===== config.mk =====
export PLATFORM = sky130hd
export DESIGN_NAME = axi_rd_responder
export DESIGN_NICKNAME = d
export VERILOG_FILES = /design/src/rtl/axi_rd_pkg.sv /design/src/rtl/sync_fifo.sv /design/src/rtl/axi_rd_responder.sv
export SDC_FILE = /design/constraint.sdc
export NUM_CORES = 1
export LEC_CHECK = 0
export CAP_MARGIN = 40
export CELL_PAD_IN_SITES_DETAIL_PLACEMENT = 1
export CELL_PAD_IN_SITES_GLOBAL_PLACEMENT = 1
export CORE_MARGIN = 2
export CORE_UTILIZATION = 40
export DETAILED_ROUTE_END_ITERATION = 8
export HOLD_SLACK_MARGIN = 0.15
export PLACE_DENSITY_LB_ADDON = 0.1
export SKIP_LAST_GASP = 1
export SLEW_MARGIN = 5
export SYNTH_ARGS = -nofsm -noshare
export SYNTH_HDL_FRONTEND = slang
export SYNTH_HIERARCHICAL = 1
export SYNTH_SLANG_ARGS = --single-unit

===== constraint.sdc =====
create_clock -name clk -period 6.5 [get_ports clk]
set_input_delay 0.65 -clock clk [delete_from_list [all_inputs] [get_ports clk]]
set_output_delay 0.65 -clock clk [all_outputs]
set_load 0.1 [all_outputs]

===== src/rtl/axi_rd_pkg.sv =====
// Shared types and constants for the AXI4 read responder.
// The optional LFSR back-pressure feature is selected by AXI_RD_RESP_BACKPRESSURE_EN.
package axi_rd_pkg;

  localparam int unsigned AddrBits      = 64;
  localparam int unsigned BurstLenWidth = 8;
  localparam int unsigned TidWidth      = 8;

  typedef enum logic [1:0] {
    RD_IDLE,
    RD_WAIT,
    RD_BURST
  } rd_st_t;

  typedef struct packed {
    logic [AddrBits-1:0]      addr;
    logic [BurstLenWidth-1:0] len;
    logic [TidWidth-1:0]      id;
  } ar_req_t;

  // Fibonacci LFSR, taps 16,14,13,11 map to bits 15,13,12,10.
  localparam logic [15:0] LfsrSeed = 16'hACE1;
  localparam logic [15:0] LfsrTaps = 16'hB400;

  function automatic logic [15:0] lfsr_next(input logic [15:0] cur);
    return {cur[14:0], ^(cur & LfsrTaps)};
  endfunction

endpackage


===== src/rtl/sync_fifo.sv =====
// Single-clock FIFO with registered occupancy count; full/empty derive from the count.
module sync_fifo #(
  parameter int unsigned Width    = 8,
  parameter int unsigned LogDepth = 2
) (
  input  logic                clk_i,
  input  logic                rst_i,
  input  logic                push_i,
  input  logic [Width-1:0]    wdata_i,
  input  logic                pop_i,
  output logic [Width-1:0]    rdata_o,
  output logic                full_o,
  output logic                empty_o,
  output logic [LogDepth:0]   count_o
);

  localparam int unsigned Depth = 1 << LogDepth;

  logic [Width-1:0]    mem_q [Depth];
  logic [LogDepth-1:0] wptr_q, rptr_q;
  logic [LogDepth:0]   count_q, count_d;
  logic                do_push, do_pop;

  assign full_o  = (count_q == (LogDepth+1)'(Depth));
  assign empty_o = (count_q == '0);
  assign count_o = count_q;
  assign rdata_o = mem_q[rptr_q];

  assign do_push = push_i & ~full_o;
  assign do_pop  = pop_i & ~empty_o;

  always_comb begin
    count_d = count_q;
    if (do_push && !do_pop) begin
      count_d = count_q + 1'b1;
    end else if (!do_push && do_pop) begin
      count_d = count_q - 1'b1;
    end
  end

  always_ff @(posedge clk_i or posedge rst_i) begin
    if (rst_i) begin
      wptr_q  <= '0;
      rptr_q  <= '0;
      count_q <= '0;
    end else begin
      if (do_push) wptr_q <= wptr_q + 1'b1;
      if (do_pop)  rptr_q <= rptr_q + 1'b1;
      count_q <= count_d;
    end
  end

  always_ff @(posedge clk_i) begin
    if (do_push) mem_q[wptr_q] <= wdata_i;
  end

endmodule


===== src/rtl/axi_rd_responder.sv =====
// AXI4 read subordinate: queues AR requests, waits crs_latency, returns address-derived INCR bursts.
// Define AXI_RD_RESP_BACKPRESSURE_EN to gate ar_ready / r_valid rise with a free-running LFSR.
module axi_rd_responder
  import axi_rd_pkg::*;
#(
  parameter int unsigned ADDR_BITS       = 64,
  parameter int unsigned DATA_BITS       = 64,
  parameter int unsigned BURST_LEN_WIDTH = 8,
  parameter int unsigned TID_WIDTH       = 8,
  parameter int unsigned LOG_AR_DEPTH    = 2,
  parameter int unsigned LAT_WIDTH       = 8
) (
  input  logic                       clk,
  input  logic                       reset,
  input  logic                       ar_valid,
  output logic                       ar_ready,
  input  logic [ADDR_BITS-1:0]       ar_addr,
  input  logic [BURST_LEN_WIDTH-1:0] ar_len,
  input  logic [TID_WIDTH-1:0]       ar_id,
  output logic                       r_valid,
  input  logic                       r_ready,
  output logic [DATA_BITS-1:0]       r_data,
  output logic [TID_WIDTH-1:0]       r_id,
  output logic                       r_last,
  input  logic [LAT_WIDTH-1:0]       crs_latency,
  output logic [LOG_AR_DEPTH:0]      outstanding,
  output logic                       busy
);

  localparam int unsigned Step = DATA_BITS / 8;

  ar_req_t                   push_req, pop_req;
  logic                      fifo_full, fifo_empty, fifo_pop;
  logic [LOG_AR_DEPTH:0]     fifo_count;

  rd_st_t                    st_q, st_d;
  logic                      rdy_en_q;
  logic [ADDR_BITS-1:0]      addr_q, addr_d;
  logic [BURST_LEN_WIDTH-1:0] len_q, len_d, beat_q, beat_d;
  logic [LAT_WIDTH-1:0]      lat_q, lat_d;
  logic                      r_valid_q, r_valid_d, r_last_q, r_last_d;
  logic [DATA_BITS-1:0]      r_data_q, r_data_d, id_rep;
  logic [TID_WIDTH-1:0]      r_id_q, r_id_d;
  logic [LOG_AR_DEPTH:0]     outst_q, outst_d;
  logic                      ar_gate, r_gate, ar_hs, r_take;

`ifdef AXI_RD_RESP_BACKPRESSURE_EN
  logic [15:0] lfsr_q;

  always_ff @(posedge clk or posedge reset) begin
    if (reset) lfsr_q <= LfsrSeed;
    else       lfsr_q <= lfsr_next(lfsr_q);
  end

  assign ar_gate = lfsr_q[0];
  assign r_gate  = lfsr_q[1];
`else
  assign ar_gate = 1'b1;
  assign r_gate  = 1'b1;
`endif

  // rdy_en_q keeps ar_ready low until the first edge after reset release.
  assign ar_ready = rdy_en_q & ~fifo_full & ar_gate;
  assign ar_hs    = ar_valid & ar_ready;
  assign r_take   = r_valid_q & r_ready;
  assign fifo_pop = (st_q == RD_IDLE) & ~fifo_empty;

  assign push_req = '{addr: AddrBits'(ar_addr), len: BurstLenWidth'(ar_len), id: TidWidth'(ar_id)};

  sync_fifo #(
    .Width    ($bits(ar_req_t)),
    .LogDepth (LOG_AR_DEPTH)
  ) u_ar_fifo (
    .clk_i   (clk),
    .rst_i   (reset),
    .push_i  (ar_hs),
    .wdata_i (push_req),
    .pop_i   (fifo_pop),
    .rdata_o (pop_req),
    .full_o  (fifo_full),
    .empty_o (fifo_empty),
    .count_o (fifo_count)
  );

  assign id_rep = DATA_BITS'({(DATA_BITS / TID_WIDTH){r_id_q}});

  always_comb begin
    st_d      = st_q;
    addr_d    = addr_q;
    len_d     = len_q;
    beat_d    = beat_q;
    lat_d     = lat_q;
    r_valid_d = r_valid_q;
    r_last_d  = r_last_q;
    r_data_d  = r_data_q;
    r_id_d    = r_id_q;
    outst_d   = outst_q;

    unique case (st_q)
      RD_IDLE: begin
        if (!fifo_empty) begin
          addr_d = ADDR_BITS'(pop_req.addr);
          len_d  = BURST_LEN_WIDTH'(pop_req.len);
          r_id_d = TID_WIDTH'(pop_req.id);
          beat_d = '0;
          lat_d  = crs_latency;
          st_d   = (crs_latency == '0) ? RD_BURST : RD_WAIT;
        end
      end
      RD_WAIT: begin
        if (lat_q <= LAT_WIDTH'(1)) st_d = RD_BURST;
        else                        lat_d = lat_q - 1'b1;
      end
      RD_BURST: begin
        if (r_take && r_last_q) begin
          r_valid_d = 1'b0;
          r_last_d  = 1'b0;
          st_d      = RD_IDLE;
        end else if ((!r_valid_q || r_take) && r_gate) begin
          // Load the next beat; once raised it holds until accepted.
          r_valid_d = 1'b1;
          r_data_d  = DATA_BITS'(addr_q) ^ id_rep;
          r_last_d  = (beat_q == len_q);
          addr_d    = addr_q + ADDR_BITS'(Step);
          beat_d    = beat_q + 1'b1;
        end else if (r_take) begin
          r_valid_d = 1'b0;
          r_last_d  = 1'b0;
        end
      end
      default: st_d = RD_IDLE;
    endcase

    unique case ({ar_hs, r_take & r_last_q})
      2'b10:   outst_d = outst_q + 1'b1;
      2'b01:   outst_d = outst_q - 1'b1;
      default: outst_d = outst_q;
    endcase
  end

  always_ff @(posedge clk or posedge reset) begin
    if (reset) begin
      st_q      <= RD_IDLE;
      rdy_en_q  <= 1'b0;
      addr_q    <= '0;
      len_q     <= '0;
      beat_q    <= '0;
      lat_q     <= '0;
      r_valid_q <= 1'b0;
      r_last_q  <= 1'b0;
      r_data_q  <= '0;
      r_id_q    <= '0;
      outst_q   <= '0;
    end else begin
      st_q      <= st_d;
      rdy_en_q  <= 1'b1;
      addr_q    <= addr_d;
      len_q     <= len_d;
      beat_q    <= beat_d;
      lat_q     <= lat_d;
      r_valid_q <= r_valid_d;
      r_last_q  <= r_last_d;
      r_data_q  <= r_data_d;
      r_id_q    <= r_id_d;
      outst_q   <= outst_d;
    end
  end

  assign r_valid     = r_valid_q;
  assign r_last      = r_last_q;
  assign r_data      = r_data_q;
  assign r_id        = r_id_q;
  assign outstanding = outst_q;
  assign busy        = (st_q != RD_IDLE) | (fifo_count != '0);

endmodule

==> out/metrics.cfg <==
[route]
drtIter0Drc = 864
vias = 13206
viasPerCell = 5.44
wl_um = 56900
first_pass_iters = 5
wire_per_inst_um = 23.5
drc_errors = 0
ant_nets = 0

[placed_design]
gp_congestion = 0.784
io_buffers = 170
hpwlAfterDp_um = 37900
preCtsSetupSlack_ns = 2.49

[clocking]
path_clk_slew_ns = 0.07
cts_root_buf = clkbuf_16
clk_path_buf_depth = 3
clock-sinks = 495
numCtsBuffers = 53
clk_latency_ns = 0.61
htreeDepth = 2
cts_tree = built
post_cts_resized = 0
holdBufCountCts = 0
postCtsSetupBuffers = 0

[yosys]
syn_avg_cell_area_sq_um = 14.4
synthFlopType = edfxtp_1
async_flop_share_pct = 35.4
syn_nets = 1564
synthCells = 1460
yosysWarnings = 6
yosysUniqueCellTypes = 69
synth-seq-cells = 495
synth_edf_count = 320
synth_area_sq_um = 21000
ys_seq_area_share_pct = 66.7

[timing]
max_freq_mhz = 271
hold_viol = 0
setup_viol = 0
worst_pin_slew_ns = 0.833
fin_ws_ns = 2.80
finalCriticalPeriod_ns = 3.70
period_share_pct = 56.9
slew_headroom_pct = 44.3
grt_setup_unrepaired = no
holdWs_ns = 0.423
fin_tns_setup_ns = 0
clock_skew_ns = 0.0226
slew_violations = 0

[layout]
n_fill_cell = 4993
seq_area_sq_um = 14000
final_core_util_pct = 51.6
nets = 1805
layout-drive-gt1-share_pct = 17.4
syn2layout_area_growth_pct = 26.9
multiInputGateArea_sq_um = 6410

[critical_path]
r2r_end = lat_q[4]
worstRegToRegCells = 10
crit_end = lat_q[4]
cp_slowest_cell = nor2_1
startpoint = u_ar_fifo/count_o[0]
r2r_setup_slack_ns = 2.80
cp_slowest_stage_delay_ns = 0.72
worstPathRequired_ns = 7.01
reg2reg_from = u_ar_fifo/count_o[0]
end_kind = register
critical_path_class = register to register
arrival_ns = 4.21
cp-start-kind = register
path_cells = nor3_1, nor2b_1, a311oi_4, nand2_2, buf_4, inv_1, buf_4, nor2_1, o21ai_0, o21ai_0
path_max_fanout = 47

[grt]
antenna_found_initial = 2
grt_busiest_layer = met2
grt_pass1_wl_um = 88100
track_usage_pct = 21.7
grt-ovfl-total = 0
grt_pass1_vias = 14164
grt_max_degree = 89
use_met3_pct = 2.87
grt_use_met2_pct = 35.1
met1_usage_pct = 30.8

[pwr]
ir_worst_vdd_v = 0.000294
powerDensity_nw_per_um2 = 557
cellLeakagePower_nw = 9.62
p_total_mw = 14.8

[floorplanning]
initial_core_util_pct = 40.6
core_sq_um = 51600
fp-row-count = 83
die_h_um = 233
io_pins = 171
fp.dieW_um = 233
dieArea_sq_um = 54300

[flow_run]
drv_cap = 0

[status]
outcome = finished, final reports clean

[min_path]
min_path_type = primary input to async pin

-- metrics by stage --
stage          std cells  instance area, sq um
2_1_floorplan       1460                 21000
3_3_place_gp        2232                 23200
3_5_place_dp        2326                 24700
4_1_cts             2426                 26600
5_1_grt             2426                 26600
6_report            2427                 26600
-- synthesized netlist by cell type, types with 3 or more instances --
master	number	area, sq um
mux2_2	3	33.8
xor2_1	11	96.3
nand2_1	185	694
clkbuf_1	45	169
and2_1	11	68.8
a2bb2oi_1	12	105
o22ai_1	24	150
a22oi_1	6	45.0
or2_2	3	18.8
a41oi_1	5	43.8
o32ai_1	3	26.3
nor3_1	19	95.1
inv_1	21	78.8
nor4_1	8	50.1
and3_1	11	68.8
a21oi_1	55	275
buf_1	18	67.6
a31oi_1	7	43.8
nor2b_1	4	25.0
nand2b_1	5	31.3
buf_6	3	33.8
a311oi_1	7	61.3
nand4_1	24	150
or3_1	9	56.3
mux2i_1	4	40.0
buf_12	8	160
xnor2_1	75	657
buf_2	19	95.1
nand4_4	3	63.8
and4_1	10	87.6
mux4_2	79	1780
ha_1	10	125
o21ai_0	97	485
nor2_1	66	248
a211oi_1	10	75.1
nand3_1	38	190
edfxtp_1	320	9610
o211ai_1	4	30.0
dfrtp_1	175	4380
o22a_1	4	35.0
-- how the worst min path moves through the flow --
stage                              start                    to  cells past startpoint
after floorplan                    reset  u_ar_fifo/count_o[0]                      1
after global placement    outstanding[2]        outstanding[2]                      1
after detailed placement  outstanding[2]        outstanding[2]                      1
after CTS                          reset  u_ar_fifo/count_o[0]                      2
after global routing               reset  u_ar_fifo/count_o[0]                      2
final                              reset  u_ar_fifo/count_o[0]                      2
-- per-layer routing --
| layer | up-vias | routed length [um] |
|---|---|---|
| met5 | - | 11 |
| met3 | 82 | 2060 |
| met1 | 6879 | 26100 |
| met2 | 249 | 27400 |
| li1 | 5994 | - |
| met4 | 2 | 1360 |
-- worst max-delay path, delay by kind of cell (launching register included) --
kind,cells,cell delay (ns)
compound gates,3,0.44
buf+inv,3,0.93
flops,1,0.46
simple gates,4,1.73
-- where the power goes --
group          switching [mW]  leakage [nW]  internal, mW
registers               0.818          5.01          4.12
logic                    4.06          3.71          2.61
clock network            1.30         0.893          1.92
-- cells in the final DEF (no fill, tap or decap), types with 7 or more instances in the layout --
master,instances
bufinv_16,8
and3_1,11
xor2_1,11
a311oi_1,7
a21oi_1,55
and2_1,7
xnor2_1,75
clkinv_1,7
nor3_1,19
buf_4,15
o22ai_1,24
a211oi_1,10
dfrtp_1,173
buf_16,14
mux4_2,79
or3_1,9
inv_1,20
a31oi_1,7
ha_1,10
nand2_1,183
edfxtp_1,320
o21ai_0,97
nor4_1,8
clkbuf_1,9
clkdlybuf4s50_1,170
nand4_1,24
a2bb2oi_1,12
buf_8,77
and4_1,10
clkbuf_16,54
nor2_1,66
nand3_1,38
-- state kept, by name, indices dropped and copies added (netlist names), 3 cells and up --
| signal | count |
|---|---|
| beat_q | 8 |
| r_data | 64 |
| u_ar_fifo/mem_q | 320 |
| lat_q | 8 |
| len_q | 8 |
| addr_q | 64 |
| r_id | 8 |
| outstanding | 3 |
| u_ar_fifo/count_o | 3 |
-- kinds of logic after synthesis --
kind of cell | Yosys count | synth area share (%)
AOI/OAI and AO/OA | 254 | 7.45
xor gates and xnor gates | 86 | 3.59
adders and majority gates | 12 | 0.788
buffers and inverters | 115 | 2.92
DFF | 495 | 66.7
muxes | 87 | 8.96
other | 1 | 0.0179
and+or+nand+nor | 410 | 9.58
-- final cells by class --
cell class | instances | area share [%]
Timing Repair Buffer | 280 | 12.8
Tap cell | 680 | 3.20
Inverter | 21 | 0.315
Clock inverter | 31 | 1.49
Multi-Input combinational cell | 850 | 24.1
Clock buffer | 69 | 5.51
Antenna cell | 1 | 0.00940
Sequential cell | 495 | 52.6
Power figures use the tool's default switching activity.
